$ cat config.mk
export PLATFORM = sky130hd
export DESIGN_NAME = adc_capture_sequencer_flat
export DESIGN_NICKNAME = d
export VERILOG_FILES = /design/src/rtl/adc_capture_sequencer_if.sv /design/src/rtl/adc_capture_sequencer.sv /design/src/flat_wrapper.sv
export SDC_FILE = /design/constraint.sdc
export NUM_CORES = 1
export LEC_CHECK = 0
export BUFFER_PORTS_ARGS = -buffer_cell sky130_fd_sc_hd__buf_2
export CELL_PAD_IN_SITES_DETAIL_PLACEMENT = 1
export CELL_PAD_IN_SITES_GLOBAL_PLACEMENT = 1
export CORE_UTILIZATION = 38
export DETAILED_ROUTE_END_ITERATION = 16
export HOLD_SLACK_MARGIN = 0.02
export PLACE_DENSITY = 0.79
export SLEW_MARGIN = 20
export SYNTH_ARGS = -nofsm -noshare
export SYNTH_HDL_FRONTEND = slang
export SYNTH_SLANG_ARGS = --single-unit
export TNS_END_PERCENT = 1
$ cat constraint.sdc
create_clock -name I_clk -period 2.4 [get_ports I_clk]
set_clock_uncertainty 0.2 [all_clocks]
set_input_delay 0.36 -clock I_clk [delete_from_list [all_inputs] [get_ports I_clk]]
set_output_delay 0.36 -clock I_clk [all_outputs]
set_load 0.005 [all_outputs]
$ cat src/rtl/adc_capture_sequencer_if.sv
// Host/ADC/TX-side signal bundle for adc_capture_sequencer; slave = sequencer, master = surrounding logic.
// I_* are sequencer inputs, O_* are sequencer outputs.
interface adc_capture_sequencer_if #(
   parameter int DATA_W = 12,
   parameter int CNT_W  = 16
);
   logic              I_start;
   logic              I_abort;
   logic [15:0]       I_rate_setting;
   logic [CNT_W-1:0]  I_sample_count;
   logic              I_sample_valid;
   logic [DATA_W-1:0] I_sample;
   logic              I_tx_ready;
   logic [15:0]       O_rate_setting;
   logic              O_rate_valid;
   logic              O_capture_en;
   logic              O_tx_valid;
   logic [DATA_W-1:0] O_tx_data;
   logic              O_busy;
   logic              O_done;
   logic              O_overrun;
   logic              O_timeout;

   modport master (
      output I_start, I_abort, I_rate_setting, I_sample_count, I_sample_valid, I_sample, I_tx_ready,
      input  O_rate_setting, O_rate_valid, O_capture_en, O_tx_valid, O_tx_data, O_busy, O_done,
             O_overrun, O_timeout
   );

   modport slave (
      input  I_start, I_abort, I_rate_setting, I_sample_count, I_sample_valid, I_sample, I_tx_ready,
      output O_rate_setting, O_rate_valid, O_capture_en, O_tx_valid, O_tx_data, O_busy, O_done,
             O_overrun, O_timeout
   );
endinterface

$ cat src/rtl/adc_capture_sequencer.sv
// One ADC capture run: program rate, settle, count N samples into a 1-entry TX holding reg (drops + sticky overrun
// when TX stalls). start->rate_valid 1 cycle, sample->tx_valid 1 cycle. Define ADC_SEQ_TIMEOUT_EN for the gap watchdog.
module adc_capture_sequencer #(
   parameter int DATA_W     = 12,
   parameter int CNT_W      = 16,
   parameter int SETTLE_CYC = 64
`ifdef ADC_SEQ_TIMEOUT_EN
   ,
   parameter int TIMEOUT_CYC = 65535
`endif
) (
   input logic                    I_clk,
   input logic                    I_rst_n,
   adc_capture_sequencer_if.slave bus
);

   typedef enum logic [2:0] {
      S_IDLE, S_CONFIG, S_SETTLE, S_CAPTURE, S_DRAIN
   } state_t;

   localparam int SET_W = (SETTLE_CYC > 1) ? $clog2(SETTLE_CYC) : 1;

   state_t            state_q, state_d;
   logic [15:0]       rate_q, rate_d;
   logic [CNT_W-1:0]  remain_q, remain_d;
   logic [SET_W-1:0]  settle_q, settle_d;
   logic              hold_vld_q, hold_vld_d;
   logic [DATA_W-1:0] hold_dat_q, hold_dat_d;
   logic              overrun_q, overrun_d;

   logic start_ok, abort_run, smp_take, last_smp, wd_expire;

   assign start_ok  = (state_q == S_IDLE) && bus.I_start && (bus.I_sample_count != '0);
   assign abort_run = (state_q != S_IDLE) && bus.I_abort;
   assign smp_take  = (state_q == S_CAPTURE) && bus.I_sample_valid && !bus.I_abort;
   assign last_smp  = smp_take && (remain_q == CNT_W'(1));

`ifdef ADC_SEQ_TIMEOUT_EN
   localparam int WD_W = $clog2(TIMEOUT_CYC + 1);
   logic [WD_W-1:0] wd_q, wd_d;
   logic            timeout_q, timeout_d;

   // Expires on the TIMEOUT_CYC-th consecutive CAPTURE cycle without a sample.
   assign wd_expire = (state_q == S_CAPTURE) && !bus.I_sample_valid && !bus.I_abort &&
                      (wd_q == WD_W'(TIMEOUT_CYC - 1));

   always_comb begin
      wd_d      = '0;
      timeout_d = timeout_q;
      if (start_ok)
         timeout_d = 1'b0;
      if ((state_q == S_CAPTURE) && !bus.I_sample_valid)
         wd_d = wd_q + WD_W'(1);
      if (wd_expire)
         timeout_d = 1'b1;
   end

   always_ff @(posedge I_clk or negedge I_rst_n) begin
      if (!I_rst_n) begin
         wd_q      <= '0;
         timeout_q <= 1'b0;
      end else begin
         wd_q      <= wd_d;
         timeout_q <= timeout_d;
      end
   end
`else
   assign wd_expire = 1'b0;
`endif

   always_ff @(posedge I_clk or negedge I_rst_n) begin
      if (!I_rst_n)
         state_q <= S_IDLE;
      else
         state_q <= state_d;
   end

   always_comb begin
      state_d = state_q;
      case (state_q)
         S_IDLE:    if (start_ok) state_d = S_CONFIG;
         S_CONFIG:  state_d = S_SETTLE;
         S_SETTLE:  if (settle_q == SET_W'(SETTLE_CYC - 1)) state_d = S_CAPTURE;
         S_CAPTURE: begin
            if (wd_expire)
               state_d = S_IDLE;
            else if (last_smp)
               state_d = S_DRAIN;
         end
         S_DRAIN:   if (!hold_vld_q) state_d = S_IDLE;
         default:   state_d = S_IDLE;
      endcase
      if (abort_run)
         state_d = S_IDLE;
   end

   always_comb begin
      bus.O_rate_valid   = (state_q == S_CONFIG);
      bus.O_capture_en   = (state_q == S_CAPTURE);
      bus.O_busy         = (state_q != S_IDLE);
      bus.O_done         = (state_q == S_DRAIN) && !hold_vld_q && !bus.I_abort;
      bus.O_rate_setting = rate_q;
      bus.O_tx_valid     = hold_vld_q;
      bus.O_tx_data      = hold_dat_q;
      bus.O_overrun      = overrun_q;
`ifdef ADC_SEQ_TIMEOUT_EN
      bus.O_timeout      = timeout_q;
`else
      bus.O_timeout      = 1'b0;
`endif
   end

   always_comb begin
      rate_d     = rate_q;
      remain_d   = remain_q;
      settle_d   = '0;
      hold_vld_d = hold_vld_q;
      hold_dat_d = hold_dat_q;
      overrun_d  = overrun_q;
      if (start_ok) begin
         rate_d    = bus.I_rate_setting;
         remain_d  = bus.I_sample_count;
         overrun_d = 1'b0;
      end
      if (state_q == S_SETTLE)
         settle_d = settle_q + SET_W'(1);
      if (hold_vld_q && bus.I_tx_ready)
         hold_vld_d = 1'b0;
      // A full holding reg can still take a sample when it drains the same cycle.
      if (smp_take) begin
         remain_d = remain_q - CNT_W'(1);
         if (!hold_vld_q || bus.I_tx_ready) begin
            hold_vld_d = 1'b1;
            hold_dat_d = bus.I_sample;
         end else begin
            overrun_d = 1'b1;
         end
      end
      if (abort_run || wd_expire)
         hold_vld_d = 1'b0;
   end

   always_ff @(posedge I_clk or negedge I_rst_n) begin
      if (!I_rst_n) begin
         rate_q     <= '0;
         remain_q   <= '0;
         settle_q   <= '0;
         hold_vld_q <= 1'b0;
         hold_dat_q <= '0;
         overrun_q  <= 1'b0;
      end else begin
         rate_q     <= rate_d;
         remain_q   <= remain_d;
         settle_q   <= settle_d;
         hold_vld_q <= hold_vld_d;
         hold_dat_q <= hold_dat_d;
         overrun_q  <= overrun_d;
      end
   end

endmodule

$ cat src/flat_wrapper.sv
// flat-port wrapper written by rule: the top's interface ports become plain ports
module adc_capture_sequencer_flat 
#(
   parameter int DATA_W     = 12,
   parameter int CNT_W      = 16,
   parameter int SETTLE_CYC = 64

)
  (I_clk, I_rst_n, bus_I_start, bus_I_abort, bus_I_rate_setting, bus_I_sample_count, bus_I_sample_valid, bus_I_sample, bus_I_tx_ready, bus_O_rate_setting, bus_O_rate_valid, bus_O_capture_en, bus_O_tx_valid, bus_O_tx_data, bus_O_busy, bus_O_done, bus_O_overrun, bus_O_timeout);
  adc_capture_sequencer_if #(.DATA_W(DATA_W), .CNT_W(CNT_W)) bus_i ();
  input logic I_clk;
  input logic I_rst_n;
  input wire logic [$bits(bus_i.I_start)-1:0] bus_I_start;
  input wire logic [$bits(bus_i.I_abort)-1:0] bus_I_abort;
  input wire logic [$bits(bus_i.I_rate_setting)-1:0] bus_I_rate_setting;
  input wire logic [$bits(bus_i.I_sample_count)-1:0] bus_I_sample_count;
  input wire logic [$bits(bus_i.I_sample_valid)-1:0] bus_I_sample_valid;
  input wire logic [$bits(bus_i.I_sample)-1:0] bus_I_sample;
  input wire logic [$bits(bus_i.I_tx_ready)-1:0] bus_I_tx_ready;
  output wire logic [$bits(bus_i.O_rate_setting)-1:0] bus_O_rate_setting;
  output wire logic [$bits(bus_i.O_rate_valid)-1:0] bus_O_rate_valid;
  output wire logic [$bits(bus_i.O_capture_en)-1:0] bus_O_capture_en;
  output wire logic [$bits(bus_i.O_tx_valid)-1:0] bus_O_tx_valid;
  output wire logic [$bits(bus_i.O_tx_data)-1:0] bus_O_tx_data;
  output wire logic [$bits(bus_i.O_busy)-1:0] bus_O_busy;
  output wire logic [$bits(bus_i.O_done)-1:0] bus_O_done;
  output wire logic [$bits(bus_i.O_overrun)-1:0] bus_O_overrun;
  output wire logic [$bits(bus_i.O_timeout)-1:0] bus_O_timeout;
  assign bus_i.I_start = bus_I_start;
  assign bus_i.I_abort = bus_I_abort;
  assign bus_i.I_rate_setting = bus_I_rate_setting;
  assign bus_i.I_sample_count = bus_I_sample_count;
  assign bus_i.I_sample_valid = bus_I_sample_valid;
  assign bus_i.I_sample = bus_I_sample;
  assign bus_i.I_tx_ready = bus_I_tx_ready;
  assign bus_O_rate_setting = bus_i.O_rate_setting;
  assign bus_O_rate_valid = bus_i.O_rate_valid;
  assign bus_O_capture_en = bus_i.O_capture_en;
  assign bus_O_tx_valid = bus_i.O_tx_valid;
  assign bus_O_tx_data = bus_i.O_tx_data;
  assign bus_O_busy = bus_i.O_busy;
  assign bus_O_done = bus_i.O_done;
  assign bus_O_overrun = bus_i.O_overrun;
  assign bus_O_timeout = bus_i.O_timeout;
  adc_capture_sequencer #(.DATA_W(DATA_W), .CNT_W(CNT_W), .SETTLE_CYC(SETTLE_CYC)) u_core (.I_clk(I_clk), .I_rst_n(I_rst_n), .bus(bus_i));
endmodule
==> flow_results.org <==
** Timing
- Final setup fails :: 0
- Final Max Tran Viols :: 0
- Worst hold slack across all endpoints :: roughly 28 ps
- For this run, the top clock speed supported by timing is around 0.48 GHz.
- RSZ-0062 raised after global routing :: false
- Worst max-slew margin expressed relative to the limit :: 0.461
- Measured slew at the worst slew-check pin :: slightly above 800 ps
- Crit share post-route :: 0.874
- Setup Total Neg Slack :: 0 ps
- The hold violation total from the final report came to 0.
- After layout, the minimum clock period comes to 2100 ps.

** Route
- For this block, the initial DRC count from the detailed router was between 90 and 100.
- Across all layers, the routed design uses between 2000 and 2500 vias.
- The detail route stage leaves a number of antenna-violating nets equal to 0.
- After detailed routing, the number of remaining DRC violations is 0.
- After detailed routing, the number of vias per cell comes to 5.15.
- Number of optimization iterations in the first detailed-route pass :: 4
- In the final routed layout, each cell accounts on average for around 16 um.
- After detailed routing, the total wire length is 7150 um.

** Yosys
- In this run, synthesis inferred 0 flip-flops with an integrated enable.
- Library cells used by synthesis :: approximately 50
- Of the synthesized area, sequential elements account for 0.510.
- Synthesis inferred 55 register bits.
- Top FF cell, synth :: dfrtp_1
- Synth top area share :: 0.510
- In this run the cell area of the synthesized design comes to roughly 2700 sq um.
- Synthesis produced a netlist whose cell count is 260.
- Number of synthesis warnings :: 0
- Avg Synthesized Cell Area :: 10.4 sq um
- After synthesis, the cell types taking the most area are dfrtp_1 51%, nand2_1 9.0%, mux2_4 5.6%, nor2_1 2.9%, buf_6 2.1%.
- Synthesis produced a netlist with a net count of between 300 and 400.
- Post-synthesis async set-or-reset flop share :: 1.00
- Yosys top cell by area :: dfrtp_1

** Power and ir drop
- Combinational group share of total power :: 0.333
- Areal power density over the cells :: around 1000 nW/um^2
- Part of the total power dissipated in sequential elements :: 0.474
- Of the total power, the share spent switching nets is 0.368.
- The internal power of the cells totals approximately 0.0021 W.
- Summed over all nets, the switching power comes to about 0.0012 W.
- Leakage dissipation :: 1.65 nW
- The share of total power dissipated in the clock network is 0.193.
- Worst voltage drop across the vdd grid :: between 0.0004 and 0.0005 V

** Finish
- Area growth syn-to-layout :: 23.7%
- Leading cell types in the layout, fill and taps excluded :: 83 x buf_2, 65 x nand2_1, 55 x dfrtp_1
- Share of final-layout standard cells stronger than drive strength 1 :: 0.365
- Area of combinational cells with multiple inputs :: 1210 sq um
- Across the whole layout, storage elements account for about 1400 sq um.
- After the last flow step, the layout net total stands at 400.
- Leaving out fill and tap cells, the most frequent cell in the layout is buf_2.
- Counting the fill cells in the layout gives 827.
- 0 antenna diodes ended up in the layout.

** Outcome
- Run status :: complete, no violations

** Clock network
- Clk_lat worst skew :: just over 300 ps
- Number of levels the H-tree was split into :: 2
- The clock drives 55 sinks.
- Post_cts resized :: 0
- No sink is reached through more buffers than the 2 on the longest clock path.
- The number of clock buffers added by TritonCTS is 5.
- Clock tree from TritonCTS :: done
- Clock-pin slew was measured on the worst setup and hold paths at between 100 and 150 ps.
- The tree is rooted in a clkbuf_8.

** Floorplan
- In this run the horizontal extent of the chip is about 86 um.
- Top-level port count :: 85
- The floorplan step defined a core boundary enclosing 6830 sq um.
- Initial core utilization :: 0.395
- Row generation in the floorplan step produced 30 rows.
- The die is 86.2 um tall.
- The die covers between 7000 and 8000 sq um.

** Setup path
- Kind of cell with the highest combined delay on the critical path :: simple AND/OR/NAND/NOR gates
- The number of buffers and inverters on the critical path is 1.
- In this run the worst setup path begins at u_core.state_q[1].
- For this design, the slowest cell found on the critical path is dfrtp_1.
- The worst setup path is captured at a flop.
- Required time of the critical path :: ~2400 ps
- The setup path with the least slack is of type reg -> reg.
- Crit Path Max Fanout :: 21
- Data arrives at the worst endpoint at 2100 ps.
- Delay of the slowest critical-path stage :: ~470 ps
- Cell-by-cell trace of the critical path :: nor3_1 > and3_1 > buf_4 > mux2i_1 > a221o_1
- The worst register-to-register path begins at u_core.state_q[1].
- Startpoint types :: flop

** GRT
- Total congestion overflow :: 0
- Pin count of the biggest net entering global routing :: 35
- The via count of the first global-routing pass is approximately 2300.
- Across every metal layer, demand over resource in global routing totals 0.201.
- Initial antenna violation count :: 0
- First-pass GRT wire length :: 11600 um

** Place
- Port bufs :: 83
- Once detailed placement completed, the half-perimeter wirelength came to between 5000 and 6000 um.
- The congestion estimate from routability-driven global placement came to around 0.84.

** Flow run
- Across the run, the number of max-cap violations was 0.

** Hold path
- Critical hold path startpoint :: bus_I_rate_setting[7]
- The tightest min-delay check is of the in -> reg type.
## kinds of logic after synthesis
kind of cell,after synthesis,synth area share
simple gates,133,0.261
flops,55,0.510
compound gates,34,0.0891
buf+inv,16,0.0399
mux,13,0.0677
xor+xnor,5,0.0162
fa+ha+maj,3,0.0139
other cells,1,0.00139
## worst reg2reg max path, delay by kind of cell, from the launching register on
family | cells | cell delay (ps)
muxes | 1 | 120
DFF | 1 | 470
and+or+nand+nor | 2 | 630
buffers and inverters | 1 | 270
AOI/OAI and AO/OA | 1 | 310
## synthesized netlist by cell type (2+ instances only)
| master | number |
|---|---|
| buf_6 | 5 |
| a21oi_1 | 8 |
| mux2_4 | 10 |
| xor2_1 | 2 |
| o21ai_0 | 5 |
| ha_1 | 3 |
| o211ai_1 | 4 |
| nand4b_1 | 2 |
| mux2_2 | 2 |
| o311ai_0 | 3 |
| and3_1 | 2 |
| nand3_1 | 7 |
| dfrtp_1 | 55 |
| nor2_2 | 2 |
| inv_1 | 5 |
| nand3_2 | 2 |
| nand2_1 | 65 |
| a211oi_1 | 2 |
| nor3_1 | 6 |
| o21ai_1 | 2 |
| nor2_1 | 21 |
| nor4_1 | 7 |
| buf_2 | 5 |
| nor3b_1 | 2 |
| nand4_1 | 3 |
| xnor2_1 | 3 |
| a311oi_1 | 2 |
| nor4_4 | 2 |
## layout make-up
cell class	count	area share
clock buffer	5	0.0206
clock inverter	3	0.0139
inverter	5	0.00563
multi-input combinational	189	0.363
sequential	55	0.413
tap	96	0.0360
timing repair buffer	91	0.148
## metrics by stage
stage	util	power (W)	worst slack, ps	instances	instance area (sq um)
final	0.488	0.00334	303	444	3340
after global routing	0.488	0.00360	163	444	3340
after CTS	0.488	0.00338	342	444	3340
after detailed placement	0.468	0.00272	206	434	3200
after global placement	0.468	0.00265	247	434	3200
after floorplan	-	0.00222	608	260	2700
## repair_timing
action	4_1_cts	5_1_grt
hold buffers	2	0
setup buffers	0	0
hold endpoints to repair	33	0
## power by group through the flow
stage          clock, W  sequential, W  combinational, W
6_report       0.000644        0.00158           0.00111
2_1_floorplan         0        0.00157          0.000654
3_3_place_gp          0        0.00157           0.00107
3_5_place_dp          0        0.00160           0.00112
4_1_cts        0.000662        0.00159           0.00113
5_1_grt        0.000704        0.00164           0.00125
## per-layer routing
| metal | global-route usage | wire length, um |
|---|---|---|
| met1 | 0.257 | 3280 |
| met2 | 0.359 | 3510 |
| met3 | 0.0371 | 335 |
| met4 | 0.0348 | 28 |
| met5 | 0 | 0 |
## worst paths after layout
kind / endpoint / slack (ps) / depth (start not counted)
setup / recovery: u_core.remain_q[2] / 300 / 5
max in group asynchronous: u_core.bus.O_rate_setting[9] / 890 / 3
hold / removal: u_core.bus.O_rate_setting[7] / 30 / 3
setup reg to reg: u_core.remain_q[2] / 300 / 5
min in group asynchronous: u_core.bus.O_tx_data[5] / 480 / 2
hold reg to reg: u_core.bus.O_rate_setting[13] / 280 / 2
## flip-flops by register name, indices dropped and copies added (netlist names)
| signal | count |
|---|---|
| u_core.bus.O_tx_valid | 1 |
| u_core.remain_q | 16 |
| u_core.state_q | 3 |
| u_core.bus.O_overrun | 1 |
| u_core.settle_q | 6 |
| u_core.bus.O_tx_data | 12 |
| u_core.bus.O_rate_setting | 16 |
Power figures use the tool's default switching activity.
